[src/rtl/adc_capture_ctrl.sv]
// adc_capture_ctrl: arms on a software start, waits for an immediate or
// level-crossing trigger on the registered ADC stream, captures a
// programmable number of samples into an internal buffer, then plays the
// buffer out on a valid/ready stream. abort_i returns to IDLE from anywhere.
//
// Optional build macro: ADC_CAP_DECIM_EN adds decim_i; after the trigger
// sample only every (decim_i+1)-th sample is stored.
//
// state    | meaning
// ---------+------------------------------------------------------------
// IDLE     | waiting for start_i; outputs quiet
// ARM      | evaluating the trigger on adc_q every cycle
// CAPTURE  | writing adc_q into the buffer until len samples are stored
// READOUT  | presenting buffer samples on rd_* until the last handshake

module adc_capture_ctrl #(
   parameter int DATA_W = 12,
   parameter int ADDR_W = 8,
   parameter int DEPTH  = 256
) (
   input  logic              clk_i,
   input  logic              rstn_i,
   input  logic [DATA_W-1:0] adc_i,
   input  logic              start_i,
   input  logic              abort_i,
   input  logic [1:0]        trig_mode_i,
   input  logic [DATA_W-1:0] trig_level_i,
   input  logic [ADDR_W:0]   len_i,
`ifdef ADC_CAP_DECIM_EN
   input  logic [7:0]        decim_i,
`endif
   output logic              busy_o,
   output logic              trig_o,
   output logic              done_o,
   output logic [DATA_W-1:0] rd_data_o,
   output logic              rd_valid_o,
   input  logic              rd_ready_i,
   output logic              rd_last_o,
   output logic [1:0]        state_o
);

   typedef enum logic [1:0] {
      ST_IDLE    = 2'd0,
      ST_ARM     = 2'd1,
      ST_CAPTURE = 2'd2,
      ST_READOUT = 2'd3
   } state_t;

   localparam logic [ADDR_W:0] DEPTH_L   = (ADDR_W+1)'(DEPTH);
   localparam logic [ADDR_W:0] ONE_L     = (ADDR_W+1)'(1);
   localparam logic [1:0]      MODE_RISE = 2'd1;
   localparam logic [1:0]      MODE_FALL = 2'd2;

   state_t                   state_q;
   state_t                   state_d;

   logic signed [DATA_W-1:0] adc_q;
   logic signed [DATA_W-1:0] adc_p;
   logic signed [DATA_W-1:0] level_s;

   logic [ADDR_W:0]          len_eff;
   logic [ADDR_W:0]          len_m1_q;
   logic [1:0]               mode_q;
   logic                     prev_vld_q;
   logic [ADDR_W:0]          wr_cnt_q;
   logic [ADDR_W:0]          rd_ptr_q;

   logic [DATA_W-1:0]        mem [DEPTH];

   logic                     start_acc;
   logic                     level_hit;
   logic                     trig_hit;
   logic                     store_en;
   logic                     wr_en;
   logic [ADDR_W-1:0]        wr_addr;
   logic                     rd_fetch;
   logic                     done_d;

   logic                     busy_q;
   logic                     done_q;
   logic                     rd_valid_q;
   logic                     rd_last_q;
   logic [DATA_W-1:0]        rd_data_q;

   assign level_s = trig_level_i;

`ifdef ADC_CAP_DECIM_EN
   logic [7:0] decim_q;
   logic [7:0] dec_cnt_q;

   assign store_en = (dec_cnt_q == 8'd0);

   // decimation factor latch and skip down-counter, reloaded on every store
   always_ff @(posedge clk_i or negedge rstn_i) begin
      if (!rstn_i) begin
         decim_q   <= 8'd0;
         dec_cnt_q <= 8'd0;
      end else begin
         if (start_acc) begin
            decim_q <= decim_i;
         end
         if (trig_hit) begin
            dec_cnt_q <= decim_q;
         end else if (state_q == ST_CAPTURE) begin
            dec_cnt_q <= store_en ? decim_q : dec_cnt_q - 8'd1;
         end
      end
   end
`else
   assign store_en = 1'b1;
`endif

   // zero or oversize requests capture the whole buffer
   always_comb begin
      len_eff = len_i;
      if ((len_i == '0) || (len_i > DEPTH_L)) begin
         len_eff = DEPTH_L;
      end
   end

   // trigger condition for the latched mode; reserved mode fires immediately
   always_comb begin
      level_hit = 1'b1;
      case (mode_q)
         MODE_RISE: level_hit = prev_vld_q && (adc_p < level_s) && (adc_q >= level_s);
         MODE_FALL: level_hit = prev_vld_q && (adc_p > level_s) && (adc_q <= level_s);
         default:   level_hit = 1'b1;
      endcase
   end

   // next-state decode plus per-cycle strobes for the datapath
   always_comb begin
      state_d   = state_q;
      start_acc = 1'b0;
      trig_hit  = 1'b0;
      wr_en     = 1'b0;
      wr_addr   = '0;
      rd_fetch  = 1'b0;
      done_d    = 1'b0;
      case (state_q)
         ST_IDLE: begin
            if (start_i && !abort_i) begin
               start_acc = 1'b1;
               state_d   = ST_ARM;
            end
         end
         ST_ARM: begin
            if (abort_i) begin
               state_d = ST_IDLE;
            end else if (level_hit) begin
               trig_hit = 1'b1;
               wr_en    = 1'b1;
               wr_addr  = '0;
               state_d  = (len_m1_q == '0) ? ST_READOUT : ST_CAPTURE;
            end
         end
         ST_CAPTURE: begin
            if (abort_i) begin
               state_d = ST_IDLE;
            end else if (store_en) begin
               wr_en   = 1'b1;
               wr_addr = wr_cnt_q[ADDR_W-1:0];
               if (wr_cnt_q == len_m1_q) begin
                  state_d = ST_READOUT;
               end
            end
         end
         ST_READOUT: begin
            if (abort_i) begin
               state_d = ST_IDLE;
            end else if (rd_valid_q && rd_ready_i && rd_last_q) begin
               state_d = ST_IDLE;
               done_d  = 1'b1;
            end else if (!rd_valid_q || rd_ready_i) begin
               rd_fetch = 1'b1;
            end
         end
         default: state_d = ST_IDLE;
      endcase
   end

   // state register with registered busy and done so both line up with state_o
   always_ff @(posedge clk_i or negedge rstn_i) begin
      if (!rstn_i) begin
         state_q <= ST_IDLE;
         busy_q  <= 1'b0;
         done_q  <= 1'b0;
      end else begin
         state_q <= state_d;
         busy_q  <= (state_d != ST_IDLE);
         done_q  <= done_d;
      end
   end

   // input pipeline, start-time latches and capture write counter
   always_ff @(posedge clk_i or negedge rstn_i) begin
      if (!rstn_i) begin
         adc_q      <= '0;
         adc_p      <= '0;
         len_m1_q   <= '0;
         mode_q     <= 2'd0;
         prev_vld_q <= 1'b0;
         wr_cnt_q   <= '0;
      end else begin
         adc_q <= adc_i;
         adc_p <= adc_q;
         if (start_acc) begin
            len_m1_q   <= len_eff - ONE_L;
            mode_q     <= trig_mode_i;
            prev_vld_q <= 1'b0;
         end else if (state_q == ST_ARM) begin
            prev_vld_q <= 1'b1;
         end
         if (trig_hit) begin
            wr_cnt_q <= ONE_L;
         end else if ((state_q == ST_CAPTURE) && wr_en) begin
            wr_cnt_q <= wr_cnt_q + ONE_L;
         end
      end
   end

   // sample buffer; contents are not reset
   always_ff @(posedge clk_i) begin
      if (wr_en) begin
         mem[wr_addr] <= adc_q;
      end
   end

   // registered buffer read feeding the output stream; holds while stalled
   always_ff @(posedge clk_i or negedge rstn_i) begin
      if (!rstn_i) begin
         rd_ptr_q   <= '0;
         rd_valid_q <= 1'b0;
         rd_last_q  <= 1'b0;
         rd_data_q  <= '0;
      end else if ((state_q != ST_READOUT) || (state_d != ST_READOUT)) begin
         rd_ptr_q   <= '0;
         rd_valid_q <= 1'b0;
         rd_last_q  <= 1'b0;
      end else if (rd_fetch) begin
         rd_data_q  <= mem[rd_ptr_q[ADDR_W-1:0]];
         rd_valid_q <= 1'b1;
         rd_last_q  <= (rd_ptr_q == len_m1_q);
         rd_ptr_q   <= rd_ptr_q + ONE_L;
      end
   end

   assign busy_o     = busy_q;
   assign trig_o     = trig_hit;
   assign done_o     = done_q;
   assign rd_data_o  = rd_data_q;
   assign rd_valid_o = rd_valid_q;
   assign rd_last_o  = rd_last_q;
   assign state_o    = state_q;

endmodule

[config.mk]
export PLATFORM = sky130hd
export DESIGN_NAME = adc_capture_ctrl
export DESIGN_NICKNAME = d
export VERILOG_FILES = /design/src/rtl/adc_capture_ctrl.sv
export SDC_FILE = /design/constraint.sdc
export NUM_CORES = 2
export LEC_CHECK = 0
export CORE_ASPECT_RATIO = 1.75
export CORE_MARGIN = 2
export CORE_UTILIZATION = 43
export CTS_CLUSTER_DIAMETER = 150
export CTS_CLUSTER_SIZE = 28
export DETAILED_ROUTE_END_ITERATION = 16
export PLACE_DENSITY = 0.57
export SLEW_MARGIN = 30
export SYNTH_ARGS = -nofsm -noshare
export SYNTH_HDL_FRONTEND = slang
export SYNTH_SLANG_ARGS = --single-unit
[constraint.sdc]
create_clock -name clk_i -period 12.5 [get_ports clk_i]
set_input_delay 3.125 -clock clk_i [delete_from_list [all_inputs] [get_ports clk_i]]
set_output_delay 3.125 -clock clk_i [all_outputs]
set_load 0.1 [all_outputs]
---- After elaboration in Yosys (flattened, before gate mapping) ----
Memories as Yosys holds them, arrays and structs flattened. A register that Yosys moved wholly into a read port is not among the register bits.
Index checks and enable logic that the tools add are counted.
storage, ports and cells
  memories ................................ 1
  logic and storage cells ................. 92
  flip-flop bits (word level) ............. 60
  input port bits ......................... 40
  bits in writable memories ............... 3,072
  output and inout bits ................... 19
memory list
  memory  depth  bits a word  rd ports  clocked after Yosys merged registers in  wr ports  line  RTL
  mem     256    12           1         1                                        1         68    logic [DATA_W-1:0] mem [DEPTH];
cells by class
  muxes and demuxes ....................... 39
  reduce and logical (&&, ||, !) cells .... 22
  $lt $le $gt $ge ......................... 5
  equality and inequality tests ........... 9
  bitwise logic cells ..................... 1
  add/sub/neg operators ................... 3
operators by type and width
  kind                                                                 number
  9-bit two-way mux                                                    5
  1-bit two-way mux                                                    22
  9-bit by 1-bit adder with 9-bit output (second input constant)       2
  9-bit == test                                                        2
  9-bit logical NOT                                                    2
  8-bit two-way mux                                                    2
  2-bit two-way mux                                                    7
  12-bit greater-or-equal comparator                                   1
  12-bit > comparator                                                  1
  12-bit less-or-equal comparator                                      1
  12-bit less-than comparator                                          1
  9-bit > comparator (second input constant)                           1
  9-bit by 1-bit subtractor with 9-bit output (second input constant)  1
  1-bit logical AND                                                    8
  2-bit case mux with 4 select lines                                   1
  2-bit nonzero test                                                   4
  2-bit == test (second input constant)                                3
  2-bit by 1-bit == test with 1-bit output (second input constant)     2
  2-bit inequality test (second input constant)                        2
  1-bit case mux with 2 select lines                                   2
  1-bit logical NOT                                                    3
  1-bit logical OR                                                     3
  2-bit logical NOT                                                    1
  2-bit AND reduction                                                  1
  1-bit inverter                                                       1

---- Logic depth before layout (Yosys ltp) ----
  word-level depth ........................ 11
  mapped depth ............................ 16
  gate-level depth less buffers ........... 12

---- Least setup slack after synthesis ----
No wires, ideal clock.
  path kind ............................... register to output
  start ................................... register adc_q[11]
  end ..................................... output trig_o
  path buffers ............................ 1
  stages on the path, launching flop included .. 10
  slack ................................... 3.235 ns
  arrival ................................. 6.140 ns
  required time ........................... 9.375 ns
  cell sequence ........................... dfrtp_1 ha_1 and4_1 nand4_1 a21oi_1 o31a_1 a31o_2 o2bb2ai_1 and3b_1 clkbuf_1
between the ends
  longest elaborated chain between the ends .. 6
  elaborated cells on any way between the ends .. 8
  classes of those cells .................. 2 x order compare; 4 x mux; 2 x reduce/logical
ends and longest elaborated chain
  item                                                                                   line      RTL
  start: declaration                                                                     57        logic signed [DATA_W-1:0] adc_q;
  start signal: assignment                                                               205       adc_q <= adc_i;
  12-bit less-or-equal comparator or 12-bit greater-or-equal comparator (tied branches)  126, 125
  1-bit logical AND (on tied branches)                                                   126, 125
  1-bit case mux with 2 select lines *                                                   124       case (mode_q)
  1-bit two-way mux *                                                                    150       end else if (level_hit) begin
  1-bit two-way mux *                                                                    148       if (abort_i) begin
  1-bit two-way mux *                                                                    140       case (state_q)
  end: declaration                                                                       33        output logic trig_o,
Every way passes the cells marked *; elsewhere a longest branch is shown, timed or not.

---- Final worst setup path ----
  start ................................... input trig_level_i[11]
  end ..................................... output trig_o
between the ends
  longest elaborated chain between the ends .. 7
  elaborated cells on any way between the ends .. 12
  classes of those cells .................. 4 x order compare; 4 x mux; 4 x reduce/logical
ends and longest elaborated chain
  item                                                                line      RTL
  start: declaration                                                  27        input logic [DATA_W-1:0] trig_level_i,
  12-bit > comparator or 12-bit less-than comparator (tied branches)  126, 125
  1-bit logical AND (on tied branches) (2 in a row)                   126, 125
  1-bit case mux with 2 select lines *                                124
  1-bit two-way mux *                                                 150
  1-bit two-way mux *                                                 148
  1-bit two-way mux *                                                 140
Marks and branches as above.

==> run summary <==
YOSYS
------------------------------------------------------------------------------------
Synthesized-area fraction occupied by adder cells .....................       0.359%
Synthesized area divided by synthesized cell count ....................   22.6 sq um
Syn nets ..............................................................         5459
Combinational family with the most area after synthesis ............... multiplexers
Synthesized cell area ................................................. 122000 sq um
Post-Synth Simple-Gate Area ...........................................        1.76%
Gate count of the mapped netlist ......................................         5384
Area fraction in compound gates after synthesis .......................        1.55%
Prevailing post-synth register cell ................................... sky130_fd_sc_hd__edfxtp_1
Seq/Total Area, Yosys .................................................        77.1%
Xor/xnor cell area share of the yosys netlist .........................       0.273%
Fraction of synthesized area in multiplexers ..........................        17.6%
Post-synth EDFFs ......................................................         3072
Netlist cell types ....................................................           62
Fraction of synthesis flops using an asynchronous set or reset pin ....        2.29%
FF+latch count, synth .................................................         3144
Yosys warns ...........................................................            0

FINAL LAYOUT
------------------------------------------------------------------------------------
Register area .........................................................  94100 sq um
Fraction of layout instances using a drive strength above 1 ...........        26.5%
Number of nets at the end of the flow .................................         5540
Multi-input combinational cell area ...................................  26900 sq um
Post-route cell area .................................................. 132000 sq um
Commonest non-fill, non-tap cells in the layout ....................... sky130_fd_sc_hd__edfxtp_1 (3072), sky130_fd_sc_hd__mux4_2 (875), sky130_fd_sc_hd__nor2_2 (178), sky130_fd_sc_hd__mux2i_1 (161), sky130_fd_sc_hd__buf_4 (154)
P&R area growth vs syn ................................................        8.15%
Number of filler instances in the final layout ........................        23200
Leading cell type in the layout, fill and taps excluded ............... sky130_fd_sc_hd__edfxtp_1

PLACE
------------------------------------------------------------------------------------
Placed standard-cell area ............................................. 128000 sq um
IO Port Bufs ..........................................................           58
Half-perimeter wire length after detailed placement ...................       199 mm
Placer's final routability congestion estimate ........................        0.834

GLOBAL ROUTE
------------------------------------------------------------------------------------
Number of global-route vias before repair .............................        57000
Total congestion overflow after global routing ........................            0
Antenna violations before repair ......................................           13
Met3 routing resource usage after global routing ......................        2.60%
Global-route layer with the greatest usage ............................         met2
Maximum number of pins on one net before global-route repair ..........          190
Wire length of the first global-routing pass ..........................       448 mm
Met1 Track Usage GR ...................................................        27.0%
Met2 Resource Use GR ..................................................        39.3%
Global router's overall resource usage ................................        22.1%

ROUTING
------------------------------------------------------------------------------------
Antenna Nets Post-Route ...............................................            0
Detailed router's first-iteration violation count .....................         5844
Vias per cell .........................................................         5.94
Wire length per cell ..................................................      34.2 um
DRC ...................................................................            0
Vias after detailed routing ...........................................        55200
First-pass detailed-route iteration total .............................            7
Total routed wirelength ...............................................       318 mm

TIMING
------------------------------------------------------------------------------------
Final Max Tran Viols ..................................................            0
Achievable Freq .......................................................     98.1 MHz
Min cycle time layout .................................................     10.19 ns
Number of hold violations in the final report .........................            0
RSZ-0062 raised after global routing ..................................        false
Setup skew after layout ...............................................    0.0425 ns
Relative slew margins .................................................        29.6%
Final cycle utilization of the critical path ..........................        81.6%
Least-Margin Pin Slew .................................................      1.03 ns
Accumulated negative setup slack ......................................         0 ns
Final setup fails .....................................................            0

SETUP PATH
------------------------------------------------------------------------------------
Critical Path Fanout Max ..............................................           12
Type of the worst setup path .......................................... input port to primary output
Required time at the worst-slack endpoint .............................      9.38 ns
Critical Path Start Type ..............................................   input port
Crit path DAT .........................................................      7.07 ns
Sort of element at the end of the critical path ....................... primary output
Worst reg2reg setup slack .............................................      6.72 ns

DIE
------------------------------------------------------------------------------------
Starting utilization of the core area .................................        43.2%
Die footprint ......................................................... 288000 sq um
Core area ............................................................. 282000 sq um
Die width .............................................................       407 um
Top-level port count ..................................................           59
Core Rows .............................................................          258
Vertical die dimension ................................................       708 um

CLOCK TREE
------------------------------------------------------------------------------------
Clock sink count ......................................................         3144
Number of buffers inserted for hold repair after clock tree synthesis .            0
Later-pin clock latency in the skew report ............................      0.87 ns
H-tree Lvls ...........................................................            4
CTS Root Cell ......................................................... sky130_fd_sc_hd__clkbuf_16
Reg clk slew, reported paths ..........................................      0.12 ns
Buffer levels on the longest clock path ...............................            4
Clock tree from TritonCTS .............................................         done
Post-CTS resize count .................................................            0
Post-CTS Setup Inserts ................................................            0
Number of buffers created by CTS ......................................          138

STATUS
------------------------------------------------------------------------------------
Result of the run ..................................................... complete, no violations

POWER
------------------------------------------------------------------------------------
Worst vdd ir ..........................................................   0.000159 V
P_leak ................................................................      38.2 nW
Power density over cell area ..........................................  131 nW/um^2

HOLD PATH
------------------------------------------------------------------------------------
Min-delay worst type .................................................. flop to flop

FLOW RUN
------------------------------------------------------------------------------------
Max-Cap Viols .........................................................            0

[final cells by class]
cell class / count / share of cell area [%]
Sequential cell: 3144 / 71.4
Multi-Input combinational cell: 1908 / 20.4
Tap cell: 3770 / 3.58
Clock buffer: 166 / 2.78
Timing Repair Buffer: 241 / 1.71
Inverter: 32 / 0.0987
Antenna cell: 22 / 0.0418
Clock inverter: 1 / 0.0152
[power by group]
| group | switching [W] | total, W | internal (W) |
|---|---|---|---|
| Clock | 0.00312 | 0.00522 | 0.00210 |
| Combinational | 0.000336 | 0.000455 | 0.000119 |
| Sequential | 0.0000797 | 0.0117 | 0.0116 |
| Total | 0.00353 | 0.0173 | 0.0138 |
[sequential cells by signal (all words and copies together) (netlist names)]
register,flops
mode_q,2
adc_q,12
rd_ptr_q,9
prev_vld_q,1
adc_p,12
busy_o,1
rd_last_o,1
rd_data_o,12
done_o,1
rd_valid_o,1
state_o,2
len_m1_q,9
mem,3072
wr_cnt_q,9
[path summary, 6_finish.rpt]
| path | cells after the start | start | end |
|---|---|---|---|
| setup / recovery | 11 | trig_level_i[11] | trig_o |
| hold / removal | 1 | rd_data_o[5] | rd_data_o[5] |
| setup reg to reg | 9 | rd_ptr_q[0] | rd_data_o[3] |
| hold reg to reg | 1 | rd_data_o[5] | rd_data_o[5] |
| max in group asynchronous | 1 | rstn_i | adc_q[4] |
| min in group asynchronous | 1 | rstn_i | len_m1_q[3] |
[worst max-delay path: stages]
cell and delay, ns:
sky130_fd_sc_hd__clkdlybuf4s50_1 0.45, sky130_fd_sc_hd__inv_1 0.05, sky130_fd_sc_hd__ha_1 0.35, sky130_fd_sc_hd__and4_1 0.27
sky130_fd_sc_hd__nand4_1 0.19, sky130_fd_sc_hd__a21oi_1 0.28, sky130_fd_sc_hd__nor3_1 0.08, sky130_fd_sc_hd__a31o_2 0.23
sky130_fd_sc_hd__o2bb2ai_1 0.21, sky130_fd_sc_hd__and3b_1 0.57, sky130_fd_sc_hd__clkdlybuf4s50_1 1.25
[metrics by stage]
stage	std cells	total power, W	setup WS, ns	hold WS (ns)	util (%)
after floorplan	5384	0.0122	3.24	0.485	-
after global routing	9282	0.0178	2.07	0.550	46.7
final	9284	0.0173	2.31	0.530	46.7
after global placement	9091	0.0123	2.27	0.493	45.2
after detailed placement	9093	0.0124	2.32	0.505	45.4
after CTS	9260	0.0175	2.31	0.531	46.7
[synth_stat cells, drive strengths merged (9+ instances only)]
cell    count  area [sq um]
edfxtp   3072         92200
mux4      875         19700
nor2      315          1180
mux2i     161          1610
clkbuf    152           571
buf       148           866
nand2     108           405
o221ai     74           648
dfrtp      72          1800
a21oi      55           275
o22ai      40           250
ha         35           438
inv        31           116
xnor2      28           245
nand3      23           115
o21ai      22           110
nor2b      19           119
mux2       16           180
a22oi      13          97.6
nor3       10          50.1
xor2       10          87.6
nand4       9          56.3
[per-layer routing]
metal  vias up  part of all wire (%)
li1      22700                     -
met3       443                   5.3
met2      1726                    53
met1     30300                    37
met4         0                   5.1
met5         -                     0
[cells by family after synthesis]
logic type,count (synthesis)
AND/OR/NAND/NOR,517
AO/OA/AOI/OAI,266
adder cells (fa/ha/maj),35
buffers and inverters,332
flip-flops,3144
multiplexers,1052
XOR/XNOR,38
No activity file was read; power rests on OpenSTA's default activity.
